===== src/rtl/ncl_word_capture_if.sv =====
// Bus bundle for ncl_word_capture: dual-rail word and completeness ack from the NCL side,
// valid/ready word delivery and sticky error flags on the clocked side.
interface ncl_word_capture_if #(
  parameter int WIDTH = 32
);
  logic [2*WIDTH-1:0] sumin;
  logic               sumcomp;
  logic [WIDTH-1:0]   out_data;
  logic               out_valid;
  logic               out_ready;
  logic               illegal_err;
  logic               seq_err;

  modport slave (
    input  sumin, out_ready,
    output sumcomp, out_data, out_valid, illegal_err, seq_err
  );

  modport master (
    output sumin, out_ready,
    input  sumcomp, out_data, out_valid, illegal_err, seq_err
  );
endinterface


===== src/rtl/ncl_word_capture.sv =====
// Clocked capture of a dual-rail NCL word with completeness ack and one-entry valid/ready buffer.
// Optional sequence check (last+1) enabled by defining NCL_CAPTURE_SEQ_CHECK_EN.

// Per-bit synchroniser plus previous-sample compare register for one dual-rail pair.
module ncl_wc_lane #(
  parameter int SYNC_STAGES = 2
) (
  input  logic       clk,
  input  logic       init,
  input  logic [1:0] rails_i,
  output logic       data_o,
  output logic       null_o,
  output logic       ill_o,
  output logic       stable_o,
  output logic       bit_o
);
  logic [SYNC_STAGES-1:0][1:0] sync_q;
  logic [1:0]                  p_q;
  logic [1:0]                  s;

  assign s = sync_q[SYNC_STAGES-1];

  always_ff @(posedge clk) begin
    if (init) begin
      sync_q <= '0;
      p_q    <= '0;
    end else begin
      sync_q <= {sync_q[SYNC_STAGES-2:0], rails_i};
      p_q    <= s;
    end
  end

  assign data_o   = s[1] ^ s[0];
  assign null_o   = ~|s;
  assign ill_o    = &s;
  assign stable_o = (s == p_q);
  assign bit_o    = s[1];
endmodule

module ncl_word_capture #(
  parameter int WIDTH       = 32,
  parameter int SYNC_STAGES = 2   // must be >= 2
) (
  input  logic                 clk,
  input  logic                 init,
  ncl_word_capture_if.slave    bus
);
  typedef enum logic {WAIT_DATA, WAIT_NULL} state_e;

  logic [WIDTH-1:0] lane_data, lane_null, lane_ill, lane_stable, lane_bit;

  for (genvar i = 0; i < WIDTH; i++) begin : g_lane
    ncl_wc_lane #(.SYNC_STAGES(SYNC_STAGES)) u_lane (
      .clk      (clk),
      .init     (init),
      .rails_i  (bus.sumin[2*i +: 2]),
      .data_o   (lane_data[i]),
      .null_o   (lane_null[i]),
      .ill_o    (lane_ill[i]),
      .stable_o (lane_stable[i]),
      .bit_o    (lane_bit[i])
    );
  end

  logic data_cmp, null_cmp;
  assign data_cmp = (&lane_data) & (&lane_stable);
  assign null_cmp = (&lane_null) & (&lane_stable);

  state_e           state_q, state_d;
  logic             valid_q, valid_d;
  logic [WIDTH-1:0] data_q, data_d;
  logic             ill_q, ill_d;
  logic             cap, accept;

  assign accept = valid_q & bus.out_ready;

  always_comb begin
    state_d = state_q;
    cap     = 1'b0;
    case (state_q)
      WAIT_DATA: if (data_cmp && !valid_q) begin
        cap     = 1'b1;
        state_d = WAIT_NULL;
      end
      // Ack may only return to DATA once the buffered word is gone
      WAIT_NULL: if (null_cmp && (!valid_q || bus.out_ready)) state_d = WAIT_DATA;
      default:   state_d = WAIT_DATA;
    endcase
    valid_d = cap ? 1'b1 : (accept ? 1'b0 : valid_q);
    data_d  = cap ? lane_bit : data_q;
    ill_d   = ill_q | (|lane_ill);
  end

  always_ff @(posedge clk) begin
    if (init) begin
      state_q <= WAIT_DATA;
      valid_q <= 1'b0;
      data_q  <= '0;
      ill_q   <= 1'b0;
    end else begin
      state_q <= state_d;
      valid_q <= valid_d;
      data_q  <= data_d;
      ill_q   <= ill_d;
    end
  end

  assign bus.sumcomp     = (state_q == WAIT_NULL);
  assign bus.out_valid   = valid_q;
  assign bus.out_data    = data_q;
  assign bus.illegal_err = ill_q;

`ifdef NCL_CAPTURE_SEQ_CHECK_EN
  logic [WIDTH-1:0] last_q, last_d, exp_w;
  logic             seen_q, seen_d, seq_q, seq_d;

  assign exp_w = last_q + WIDTH'(1);

  always_comb begin
    last_d = last_q;
    seen_d = seen_q;
    seq_d  = seq_q;
    if (cap) begin
      last_d = lane_bit;
      seen_d = 1'b1;
      // First word after init only seeds the register
      if (seen_q && (lane_bit != exp_w)) seq_d = 1'b1;
    end
  end

  always_ff @(posedge clk) begin
    if (init) begin
      last_q <= '0;
      seen_q <= 1'b0;
      seq_q  <= 1'b0;
    end else begin
      last_q <= last_d;
      seen_q <= seen_d;
      seq_q  <= seq_d;
    end
  end

  assign bus.seq_err = seq_q;
`else
  assign bus.seq_err = 1'b0;
`endif
endmodule

===== src/flat_wrapper.sv =====
// flat-port wrapper written by rule: the top's interface ports become plain ports
module ncl_word_capture_flat 
#(
  parameter int WIDTH       = 32,
  parameter int SYNC_STAGES = 2                  
)
  (clk, init, bus_sumin, bus_out_ready, bus_sumcomp, bus_out_data, bus_out_valid, bus_illegal_err, bus_seq_err);
  ncl_word_capture_if #(.WIDTH(WIDTH)) bus_i ();
  input  logic clk;
  input  logic init;
  input wire logic [$bits(bus_i.sumin)-1:0] bus_sumin;
  input wire logic [$bits(bus_i.out_ready)-1:0] bus_out_ready;
  output wire logic [$bits(bus_i.sumcomp)-1:0] bus_sumcomp;
  output wire logic [$bits(bus_i.out_data)-1:0] bus_out_data;
  output wire logic [$bits(bus_i.out_valid)-1:0] bus_out_valid;
  output wire logic [$bits(bus_i.illegal_err)-1:0] bus_illegal_err;
  output wire logic [$bits(bus_i.seq_err)-1:0] bus_seq_err;
  assign bus_i.sumin = bus_sumin;
  assign bus_i.out_ready = bus_out_ready;
  assign bus_sumcomp = bus_i.sumcomp;
  assign bus_out_data = bus_i.out_data;
  assign bus_out_valid = bus_i.out_valid;
  assign bus_illegal_err = bus_i.illegal_err;
  assign bus_seq_err = bus_i.seq_err;
  ncl_word_capture #(.WIDTH(WIDTH), .SYNC_STAGES(SYNC_STAGES)) u_core (.clk(clk), .init(init), .bus(bus_i));
endmodule

===== config.mk =====
export PLATFORM = sky130hd
export DESIGN_NAME = ncl_word_capture_flat
export DESIGN_NICKNAME = d
export VERILOG_FILES = /design/src/rtl/ncl_word_capture_if.sv /design/src/rtl/ncl_word_capture.sv /design/src/flat_wrapper.sv
export SDC_FILE = /design/constraint.sdc
export NUM_CORES = 1
export LEC_CHECK = 0
export ABC_AREA = 1
export CAP_MARGIN = 20
export CORE_MARGIN = 3
export CORE_UTILIZATION = 33
export CTS_CLUSTER_DIAMETER = 50
export DETAILED_ROUTE_END_ITERATION = 6
export PLACE_DENSITY = 0.64
export SLEW_MARGIN = 20
export SYNTH_ARGS = -nofsm -noshare
export SYNTH_HDL_FRONTEND = slang
export SYNTH_SLANG_ARGS = --single-unit
export TNS_END_PERCENT = 100

===== constraint.sdc =====
create_clock -name clk -period 2.55 [get_ports clk]
set_input_delay 0.255 -clock clk [delete_from_list [all_inputs] [get_ports clk]]
set_output_delay 0.255 -clock clk [all_outputs]
set_load 0.05 [all_outputs]

==> results summary, run 1 <==
The run finished with clean final reports. In this run, CTS created clock tree buffers numbering 29. At the placement stage, the worst setup path has a slack of approximately 0.29 ns.

The area of the die is around 0.03 sq mm. The top cell type's share of synthesized area is 0.497. The worst-skew pair later-pin latency came out at around 0.53 ns. The final critical-path required period is 2.32 ns.

The floorplan row count is 60. After detailed placement, the design holds a cell count of about 1.7k. The signal on the critical path passes through inv_1, ha_1, nand2_1, nor2_1, nand3_1, nor3_1, nand2_1, nor2_2, nand3_4, nand2_1, inv_1, nor2_1.

The worst clock skew is between 0.015 and 0.02 ns. The count of nets left with antenna violations once routing finished came out at 0. The initial utilization of the core area, before any placement, comes to 0.337. The placeable core area is 0.0271 sq mm. The total power is between 8 and 9 mW. approximately 100 I/O pins were placed. From bottom edge to top edge, the die measures around 170 microns. The power density normalized to cell area came out at ~730 mW/mm^2.

The worst register-to-register path ends at u_core.bus.out_data[9]. For the worst flop-to-flop path, the logic depth is 12. The combined global-route utilization of all metal layers is 0.130.

The floorplan die width came out at between 150 and 200 microns. Yosys printed 0 warnings. CTS built an H-tree with a depth of 1. The count of maximum capacitance violations is 0. The number of buffer and inverter instances along the worst setup path came out at 2. Summing over every cut layer, the via total after detailed routing is 6973. The slew of the pin with the lowest slew margin is about 0.73 ns. The post-synthesis net count came out at about 1.4k. The worst reg2reg path startpoint is u_core.g_lane[17].u_lane.s[1]. The maximum count of clock buffers along a single path came out at 3. STA classifies the critical path endpoint as a flip-flop. The slowest stage of the critical path is the dfxtp_1 cell. The class of the most critical setup path is flip-flop to flip-flop.

The number of antenna repair diodes is 0. The wire length of the first global-routing pass is between 30000 and 40000 microns. The via count of the first global-routing pass is between 6k and 7k. The multi-input combinational cells in the finished layout cover a total of between 0.003 and 0.004 sq mm.

The layout filler cell count came out at 2750. The net count of the finished layout is roughly 1.5k. The ratio of cells with drive above 1 in the final layout is 0.0586. Final hold analysis gives a worst-case slack of between 0.1 and 0.15 ns. At the worst endpoint, the required time is approximately 3.0 ns.

Measured against its own limit, the worst slew margin works out to 0.511. For this run, the register share of the synthesized area comes to 0.497. The final number of max-transition violations is 0. The first-pass iteration count of the detailed router came out at 4. Post-CTS repair changed the size of 0 cells. The number of antenna violations at the first check in global routing was 0. After synthesis the netlist holds a flip-flop and latch count of between 200 and 250. The synthesized netlist occupies a cell area of between 0.009 and 0.01 sq mm. The half-perimeter wire length of the detailed placement result is 14000 microns. Yosys mapped the design onto 22 distinct sky130hd cell types. The number of instances in the synthesized netlist is ~1.2k. Dividing the detail-routed via count by the number of cells gives between 4 and 5. The final non-filler cell total is 1721. The setup slack after layout is ~0.23 ns. The maximum frequency from static timing analysis came out at 432 MHz. The total wire length is around 19000 microns.

Entering global routing, the biggest net connects 64 pins. For the worst setup path, the data arrival time is 2.78 ns. The tightest min-delay check is of the input pin to flip-flop type. Counting instances, the worst hold path has a depth of 2. In the layout the commonest cells are 293 x inv_1, 273 x nor2_1, 227 x nand2_1, 227 x dfxtp_1, 100 x clkdlybuf4s50_1. For this block, the initial DRC count from the detailed router was 327. The delay of the slowest cell on the worst path is between 0.3 and 0.4 ns. The count of clock tree sinks came out at 227. The count of hold buffers inserted by post-cts repair is 0. The synthesized design spends more area on one cell type than any other, namely dfxtp_1.

The worst setup path is launched from a flip-flop. The final-report setup violation count is 0. The flop-to-flop setup slack came out at 0.23 ns. The largest driver fanout on the critical path came out at 34. The maximum VDD drop came out at around 500 uV. The path with the worst hold slack has its endpoint at u_core.g_lane[21].u_lane.sync_q[1]. The family with the most delay on the worst path is simple AND/OR/NAND/NOR gates. The number of input and output port buffers inserted came out at about 100. The static leakage came out at 5.59 nW. The synthesis-to-finish area growth came out at 26.6%.

The final global-route overflow total came out at 0. TritonCTS built the clock tree. The most common library cell in the layout ignoring fill and taps is inv_1. Among the stages of the critical path, the cell type that occurs most often is nand2_1.

Of the available clock period, the critical path in the final layout requires 0.908. Setup repair after global routing could not meet its margin everywhere. The number of post-CTS setup repair buffers is 0. Registers take between 0.004 and 0.005 sq mm. Routability-driven placement finished with a final weighted congestion of ~0.84. The final sum of negative setup slack came out at 0 ns. The total non-filler cell area in the finished layout came out at 0.0116 sq mm. The CTS root buffer is clkbuf_16.

The average instance in the mapped netlist occupies approximately 7.5 sq um. Sorting the synthesized cells by area gives the leading types as dfxtp_1 50%, inv_1 12%, nor2_1 11%. Once layout is complete, the utilization of the core stands at 0.427. The clock transition time at the flip-flop clock pins of the worst setup and hold paths came out at 0.06 ns.

The launch point of the worst hold path is init. After detailed placement, the total cell area comes to roughly 0.011 sq mm. The count of final hold-check violations came to 0. The post-detailed-route wirelength per cell came out at roughly 11 microns. In the routed design, unresolved DRC markers number 0.
==> cell usage after synthesis <==
cell and count:
or3_1 1, a21oi_1 2, inv_1 293, nand3_4 1, nand4_1 48, nor2_2 1
conb_1 1, nor4_1 8, buf_4 1, nor3_1 2, nor2_1 273, nand2_1 227
ha_1 64, xor2_1 19, nand3_1 2, inv_2 12, buf_1 7, nor2_4 2
dfxtp_1 227, clkbuf_1 18, buf_2 12, or2_2 2
==> per-layer routing <==
layer	global-route usage	wire length (microns)	vias up
li1	-	-	3731
met1	0.155	8200	3073
met2	0.236	9460	132
met3	0.0249	1050	37
met4	0.0399	521	0
met5	0	0	-
==> state kept, by name, indices dropped and copies added, names as in the netlist <==
name and cells:
u_core.bus.out_valid 1, u_core.g_lane.u_lane.sync_q 64, u_core.bus.sumcomp 1, u_core.bus.illegal_err 1
u_core.g_lane.u_lane.s 64, u_core.bus.out_data 32, u_core.g_lane.u_lane.p_q 64
==> worst max path at each step <==
stage	start	end	cells after the start
global placement	u_core.g_lane[0].u_lane.s[1]	u_core.bus.out_data[4]	12
global route	u_core.g_lane[0].u_lane.s[1]	u_core.bus.out_data[6]	12
floorplan	u_core.g_lane[26].u_lane.s[1]	u_core.bus.out_data[10]	9
detailed placement	u_core.g_lane[0].u_lane.s[1]	u_core.bus.out_data[29]	12
CTS	u_core.g_lane[2].u_lane.s[1]	u_core.bus.out_data[9]	12
finish	u_core.g_lane[17].u_lane.s[1]	u_core.bus.out_data[9]	12
==> layout make-up <==
type / count / area share
Sequential cell: 227 / 0.393
Tap cell: 372 / 0.0402
Multi-Input combinational cell: 653 / 0.285
Inverter: 305 / 0.0989
Clock buffer: 37 / 0.0696
Timing Repair Buffer: 112 / 0.0957
Clock inverter: 15 / 0.0183
==> worst register-to-register path, stage by stage, from the launching register on <==
cell and delay, ns:
dfxtp_1 0.37, inv_1 0.10, ha_1 0.34, nand2_1 0.07, nor2_1 0.10, nand3_1 0.10, nor3_1 0.14, nand2_1 0.13
nor2_2 0.21, nand3_4 0.36, nand2_1 0.20, inv_1 0.06, nor2_1 0.09
==> kinds of logic after synthesis <==
logic type               count (synthesis)  share of synthesized area
flip-flops                             227                      0.497
buffers and inverters                  343                      0.143
AO/OA/AOI/OAI                            2                    0.00109
AND/OR/NAND/NOR                        567                      0.253
adder cells (fa/ha/maj)                 64                     0.0876
other                                    1                   0.000410
XOR/XNOR                                19                     0.0182
==> power by group <==
group	switching, mW	total (mW)	internal, mW
Clock	1.55	4.21	2.66
Sequential	0.0664	3.74	3.67
Combinational	0.285	0.523	0.238
Note: power is estimated with default switching activity, not from simulation.
==> inputs of run 2 (changes only) <==
--- a/config.mk
+++ b/config.mk
@@ -11,7 +11,8 @@
 export CORE_UTILIZATION = 33
 export CTS_CLUSTER_DIAMETER = 50
 export DETAILED_ROUTE_END_ITERATION = 6
-export PLACE_DENSITY = 0.64
+export PLACE_DENSITY_LB_ADDON = 0.15
+export REMOVE_ABC_BUFFERS = 1
 export SLEW_MARGIN = 20
 export SYNTH_ARGS = -nofsm -noshare
 export SYNTH_HDL_FRONTEND = slang
==> run 2 against run 1 <==
Compared with the run above: setup slack gained 0.081 ns; utilization shrank 0.21 points; wire length hardly changed; worst hold slack lost 0.071 ns; critical path depth unchanged; combinational power about the same; fmax up 3.6%; register-to-register slack improved by 0.08 ns; total power fell by 2.3%; final cell count is 0.17% lower; clock power decreased by 5%; via count shrank 2.1%; largest cell class unchanged.
==> results summary, run 2 (synthesized netlist as in run 1, its figures left out) <==
The run finished with clean final reports. The count of maximum capacitance violations came out at 0 (unchanged). The chip height came out at 172 microns (unchanged). By startpoint and endpoint, the worst setup path is classified as flip-flop to flip-flop. The kind of end point of the critical path is a flip-flop. The wire length of the first global-routing pass was 30900 microns (-1.5%). Leaving out fill and tap cells, the most frequent cells in the layout are 293 x inv_1, 273 x nor2_1, 227 x nand2_1, 227 x dfxtp_1, 100 x clkdlybuf4s50_1.

The total non-filler cell area in the finished layout is 0.0115 sq mm (-0.49%). The post-detailed-route count of antenna-violating nets is 0 (unchanged). The floorplan die width is 172 microns (unchanged).

The number of input and output port buffers inserted came to 101 (unchanged). The largest net degree at the start of global routing is 122 (+91%). The half-perimeter wire length of the detailed placement result came out at 13700 microns (-1.8%). The area of the die is 0.0297 sq mm (unchanged). Setup repair after global routing left no endpoint under its margin. The total via count after detailed routing came out at 6830 (-2.1%). The final non-filler cell total came out at 1718 (-0.17%). The critical path data arrival time is 2.69 ns (-0.09 ns). The library cell used most frequently in the layout, excluding fill and tap cells, is inv_1. The count of hold buffers inserted by post-cts repair is 0 (unchanged). The routability-driven placement congestion ratio came out at 0.775 (-7.7%). The launch point of the worst hold path is init. The clock transition time at the flip-flop clock pins of the worst setup and hold paths was 0.06 ns (about the same). The worst max-slew margin expressed relative to the limit is 0.578 (+0.0665). Compared with the post-synthesis result, the final layout area differs by 25.9%. The largest driver fanout on the critical path is 34 (unchanged). The critical path's slowest cell is dfxtp_1. The count of final hold-check violations is 0 (unchanged). The ratio of cells with drive above 1 in the final layout is 0.0557 (-0.00284).

The final critical-path required period came out at 2.24 ns (-0.0807 ns). The post-detailed-route wirelength per cell came out at 11.2 microns (+0.14%). The multi-input logic area is 0.00329 sq mm (unchanged). The worst register-to-register path begins at u_core.g_lane[2].u_lane.s[1]. The power density normalized to cell area came out at 719 mW/mm^2 (-1.8%). The static leakage is 5.56 nW (-0.47%). The average vias per placed instance is 3.98 (-1.9%). The required time at the worst-slack endpoint is 3.00 ns (-0.02 ns).

The first-pass iteration count of the detailed router came out at 4 (unchanged). The slew of the pin with the lowest slew margin is 0.628 ns (-0.0988 ns). The maximum frequency from static timing analysis came out at 447 MHz (+3.6%). The total power came to 8.27 mW (-2.3%).

The total CTS buffers came out at 28 (-3.4%). The floorplan row count is 60 (unchanged). The utilization after layout came out at 0.425 (-0.00208). The path type of the worst min-delay path is input pin to flip-flop. The via count of the first global-routing pass is 6347 (-6.0%). The final global-route overflow total came to 0 (unchanged).

The worst setup path is launched from a flip-flop. The initial DRC count came out at 301 (-8.0%). The post-place instance area came to 0.0105 sq mm (about the same). The cell that appears most often on the critical path is nand2_1. The delay of the slowest cell on the worst path was 0.38 ns (about the same). The worst clock skew is 0.00884 ns (-0.00829 ns).

The final sum of negative setup slack is 0 ns (unchanged). The count of unresolved DRC violations after routing came out at 0 (unchanged). The worst-skew pair later-pin latency is 0.52 ns (about the same). The maximum count of clock buffers along a single path came to 3 (unchanged). The number of placed instances, taps included came to 1668 (-0.060%). The count of clock tree sinks came to 227 (unchanged). The effective utilization at floorplan came out at 0.337 (unchanged). The final number of max-transition violations is 0 (unchanged). The storage element area is 0.00454 sq mm (unchanged). The worst hold path stage count came out at 2 (unchanged). The number of antenna violations at the first check in global routing came out at 0 (unchanged).

The maximum VDD drop is 406 uV (-20%). The total wire length came out at 19200 microns (about the same). The combined global-route utilization of all metal layers is 0.129 (-0.00117). The number of top-level pins came out at 103 (unchanged).

The placeable core area came out at 0.0271 sq mm (unchanged). The number of levels the H-tree was split into is 1 (unchanged). The final critical-path share of the clock period is 0.877 (-0.0316). The final-report setup violation count is 0 (unchanged). The layout filler cell count was 2775 (+0.91%).

The worst reg2reg path depth is 12 (unchanged). The number of post-CTS setup repair buffers came out at 0 (unchanged). The number of cells upsized or downsized after cts is 0 (unchanged). The critical path goes through inv_1, ha_1, nand2_1, nor2_1, nand3_1, nor3_1, nand2_1, nor2_2, nand3_4, nand2_1, inv_1, nor2_1. The CTS root buffer is clkbuf_16. The number of antenna repair diodes is 0 (unchanged). The net count of the finished layout is 1457 (-0.14%). The TritonCTS clock tree is done. The most critical setup path has its startpoint at u_core.g_lane[2].u_lane.s[1].
## run 2: layer usage
metal | wire length [microns] | share of wire | vias to the layer above | GRT usage
li1 | - | - | 3717 | -
met1 | 9220 | 0.48 | 2977 | 0.170
met2 | 8640 | 0.45 | 107 | 0.214
met3 | 921 | 0.048 | 29 | 0.0286
met4 | 437 | 0.023 | 0 | 0.0330
met5 | 0 | 0 | - | 0
## run 2: layout make-up
| class | count | share of cell area |
|---|---|---|
| Clock inverter | 12 | 0.0138 |
| Multi-Input combinational cell | 653 | 0.286 |
| Clock buffer | 38 | 0.0703 |
| Sequential cell | 227 | 0.395 |
| Timing Repair Buffer | 111 | 0.0955 |
| Tap cell | 372 | 0.0404 |
| Inverter | 305 | 0.0994 |
## run 2: per-stage QoR
stage	hold slack (ns)	setup slack [ns]
3_3_place_gp	0.393	0.315
2_1_floorplan	0.324	0.0545
3_5_place_dp	0.392	0.295
4_1_cts	0.0468	0.262
5_1_grt	0.0582	0.0208
6_report	0.0596	0.314
## run 2: final timing paths
| check | endpoint | slack, ns |
|---|---|---|
| setup / recovery | u_core.bus.out_data[26] | 0.31 |
| hold / removal | u_core.g_lane[15].u_lane.s[0] | 0.06 |
| setup reg to reg | u_core.bus.out_data[26] | 0.31 |
| hold reg to reg | u_core.g_lane[11].u_lane.s[0] | 0.40 |
## run 2: worst max-delay path: cells and delay by family, from the launching register on
| family | cells | cell delay, ns |
|---|---|---|
| buf+inv | 2 | 0.16 |
| flops | 1 | 0.38 |
| fa+ha+maj | 1 | 0.29 |
| simple gates | 9 | 1.35 |
## run 2: where the power goes
group | total [mW] | switching (mW) | internal [mW]
clock network | 4.02 | 1.49 | 2.53
logic | 0.523 | 0.286 | 0.236
registers | 3.74 | 0.0640 | 3.67
==> inputs of run 3 (changes only) <==
--- a/config.mk
+++ b/config.mk
@@ -5,11 +5,10 @@
 export SDC_FILE = /design/constraint.sdc
 export NUM_CORES = 1
 export LEC_CHECK = 0
-export ABC_AREA = 1
+export ABC_AREA = 0
 export CAP_MARGIN = 20
 export CORE_MARGIN = 3
 export CORE_UTILIZATION = 33
-export CTS_CLUSTER_DIAMETER = 50
 export DETAILED_ROUTE_END_ITERATION = 6
 export PLACE_DENSITY_LB_ADDON = 0.15
 export REMOVE_ABC_BUFFERS = 1
==> run 3 against run 2 <==
Compared with the run above: largest cell class unchanged; sequential power about the same; worst hold slack improved by 0.092 ns; critical endpoint is now u_core.bus.out_data[16]; final cell count is 27% lower; die area shrank 9.0%; largest power group is now registers; register-to-register slack about the same.
==> results summary, run 3 <==
The storage element area is 0.00454 sq mm (unchanged). The post-synthesis instance area is 0.00829 sq mm (-9.3%). The count of clock tree sinks is 227 (unchanged). The total wire length came out at 19500 microns (+1.3%). The critical path data arrival time was 2.66 ns (-0.03 ns).

The routability-driven placement congestion ratio is 0.850 (+9.7%). The placeable core area came to 0.0245 sq mm (-9.5%). The number of antenna violations at the first check in global routing is 0 (unchanged).

The required time at the worst-slack endpoint is 2.98 ns (-0.02 ns). The worst slack on hold paths is 0.151 ns (+0.0918 ns). The final number of max-transition violations came out at 0 (unchanged).

The number of synthesized flops with an enable pin is 0 (unchanged). The flop-to-flop setup slack was 0.32 ns (about the same). The multi-input logic area came to 0.00329 sq mm (about the same). The worst reg2reg path depth came out at 8 (-4). The maximum count of clock buffers along a single path is 3 (unchanged).

The count of final hold-check violations is 0 (unchanged). The post-detailed-route wirelength per cell came out at 15.5 microns (+39%). The final non-filler cell total came out at 1253 (-27%). The wire length of the first global-routing pass is 30400 microns (-1.7%).

The number of top-level pins came out at 103 (unchanged). The tree is rooted in a clkbuf_16. The number of instances in the synthesized netlist came to 812 (-34%). The maximum frequency from static timing analysis came out at 449 MHz (+0.44%).

The library cell with the largest summed area after synthesis is dfxtp_1. The maximum VDD drop came out at 326 uV (-20%). The final sum of negative setup slack came to 0 ns (unchanged). The total non-filler cell area in the finished layout is 0.0104 sq mm (-9.5%). STA classifies the critical path endpoint as a flip-flop.

The count of unresolved DRC violations after routing is 0 (unchanged). Among all stages on the critical path, the largest delay is contributed by dfxtp_1. The slew of the pin with the lowest slew margin is 0.544 ns (-0.0836 ns).

The worst max-slew margin expressed relative to the limit is 0.634 (+0.0563). The mean cell area of the mapped netlist came out at 10.2 sq um (+37%). Walking the worst path, the cells encountered are inv_1, ha_1, nand4_1, nor4_1, and3_1, buf_4, nand3_1, a21oi_1. The number of levels the H-tree was split into is 1 (unchanged). After synthesis, the cell types taking the most area are dfxtp_1 55%, ha_1 9.7%, nor2b_1 9.7%. The delay of the slowest cell on the worst path came out at 0.44 ns (+0.06 ns). The largest driver fanout on the critical path came out at 17 (-50%). In this run the worst setup path begins at u_core.g_lane[29].u_lane.s[1]. The largest net degree at the start of global routing is 69 (-43%).

The synthesis-stage register bit count is 227 (unchanged). The number of buffer and inverter instances along the worst setup path is 2 (unchanged). The clock transition time at the flip-flop clock pins of the worst setup and hold paths is 0.06 ns (about the same). The ratio of cells with drive above 1 in the final layout came to 0.0571 (+0.00133). The final critical-path required period is 2.23 ns (-0.00978 ns). The number of placed instances, taps included came to 1209 (-28%). By count the netlist is led by 227 x dfxtp_1, 128 x nor2b_1, 65 x nor2_1. The count of hold buffers inserted by post-cts repair is 0 (unchanged). The family with the most delay on the worst path is simple AND/OR/NAND/NOR gates. The final-report setup violation count is 0 (unchanged). The floorplan die width came out at 165 microns (-4.6%). The floorplan row count came to 57 (-5.0%). The setup slack after layout was 0.324 ns (+0.00978 ns). The number of input and output port buffers inserted is 101 (unchanged). The number of post-CTS setup repair buffers came out at 0 (unchanged). The worst-skew pair later-pin latency came out at 0.52 ns (about the same). The top cell type's share of synthesized area was 0.548 (+0.0512). The static leakage is 3.97 nW (-29%). The area of the die is 0.0271 sq mm (-9.0%).

The average vias per placed instance is 4.37 (+10%). The area growth from synthesis to layout is 25.7%. The power density normalized to cell area came to 741 mW/mm^2 (+3.2%). The total power is 7.72 mW (-6.7%). The effective utilization at floorplan came out at 0.338 (+0.000527). In this run the critical register-to-register path is launched from u_core.g_lane[29].u_lane.s[1]. The count of maximum capacitance violations came to 0 (unchanged).

The number of distinct library cell variants in the gate-level netlist after synthesis is 26 (+18%). The post-detailed-route count of antenna-violating nets came out at 0 (unchanged). The total via count after detailed routing was 5481 (-20%). The class of the most critical setup path is flip-flop to flip-flop. The final global-route overflow total came out at 0 (unchanged). The worst clock skew is 0.0178 ns (+0.00895 ns). The worst setup path is launched from a flip-flop. The flow ran to the end, and the final reports show no timing, DRC or antenna violations.

The combined global-route utilization of all metal layers is 0.145 (+0.0166). The number of antenna repair diodes is 0 (unchanged). In the layout the commonest cells are 227 x dfxtp_1, 128 x nor2b_1, 100 x clkdlybuf4s50_1, 65 x nor2_1. The path class of the tightest hold or removal check is input pin to flip-flop. The most critical setup path has its endpoint at u_core.bus.out_data[16].

The initial DRC count came out at 317 (+5.3%). The worst setup slack after placement was 0.355 ns (+0.0608 ns). The fraction of the yosys area taken by sequential cells is 0.548 (+0.0512). The layout filler cell count came out at 2439 (-12%). The half-perimeter wire length of the detailed placement result came out at 13900 microns (+1.5%).

The final critical-path share of the clock period was 0.873 (-0.00384). The chip height was 165 microns (-4.6%). The critical path depth was 8 (-4). The endpoint identified for the worst register-to-register timing path is u_core.bus.out_data[16].

The async set-reset flop share out of synthesis was 0 (unchanged). The net count of the finished layout came to 1043 (-28%). TritonCTS built the clock tree. Yosys instantiated no cell more often than dfxtp_1. The total CTS buffers came to 25 (-11%). Among all flip-flop cells after synthesis, the most frequent one is dfxtp_1. The post-place instance area was 0.00961 sq mm (-8.9%). The via count of the first global-routing pass is 5365 (-15%).

The most common library cell in the layout ignoring fill and taps is dfxtp_1. The first-pass iteration count of the detailed router is 5 (+1). The number of synthesis warnings came out at 0 (unchanged). Setup repair after global routing left no endpoint under its margin. The utilization after layout was 0.425 (about the same). The number of cells upsized or downsized after cts is 0 (unchanged).
[run 3: cell count changes after synthesis, moves of 33 or more]
cell / change
a21oi_1: +33
inv_1: -229
nand2_1: -224
nor2_1: -208
nor2b_1: +128
o21ai_0: +33
xnor2_1: +64
[run 3: how the worst min path moves through the flow]
stage	end	slack (ns)	cells past startpoint	from
2_1_floorplan	u_core.g_lane[0].u_lane.p_q[0]	0.32	1	init
5_1_grt	u_core.g_lane[3].u_lane.p_q[0]	0.17	2	init
6_report	u_core.g_lane[9].u_lane.p_q[0]	0.15	2	init
4_1_cts	u_core.g_lane[3].u_lane.p_q[1]	0.14	2	init
3_3_place_gp	u_core.g_lane[15].u_lane.s[1]	0.42	1	u_core.g_lane[15].u_lane.sync_q[1]
3_5_place_dp	u_core.g_lane[14].u_lane.s[0]	0.42	1	u_core.g_lane[14].u_lane.sync_q[0]
[run 3: kinds of logic after synthesis]
| family | synth area share |
|---|---|
| buffers and inverters | 0.0548 |
| DFF | 0.548 |
| other | 0.000452 |
| and+or+nand+nor | 0.191 |
| xor gates and xnor gates | 0.0676 |
| AOI/OAI and AO/OA | 0.0411 |
| adders and majority gates | 0.0966 |
[run 3: report_power, final]
part | leakage, nW | internal, mW | switching [mW]
registers | 1.86 | 3.67 | 0.0763
clock network | 0.397 | 2.12 | 1.37
logic | 1.71 | 0.252 | 0.225
[run 3: layer usage]
layer	share of wire	vias to the layer above	global-route usage
met1	0.48	2518	0.209
met5	0	-	0
li1	-	2796	-
met3	0.054	25	0.0278
met4	0.021	0	0.0381
met2	0.44	142	0.225
[run 3: layout make-up]
type / instances / share of cell area
Clock buffer: 35 / 0.0675
Timing Repair Buffer: 113 / 0.108
Sequential cell: 227 / 0.436
Multi-Input combinational cell: 481 / 0.316
Inverter: 64 / 0.0231
Tap cell: 324 / 0.0389
Clock inverter: 9 / 0.0101
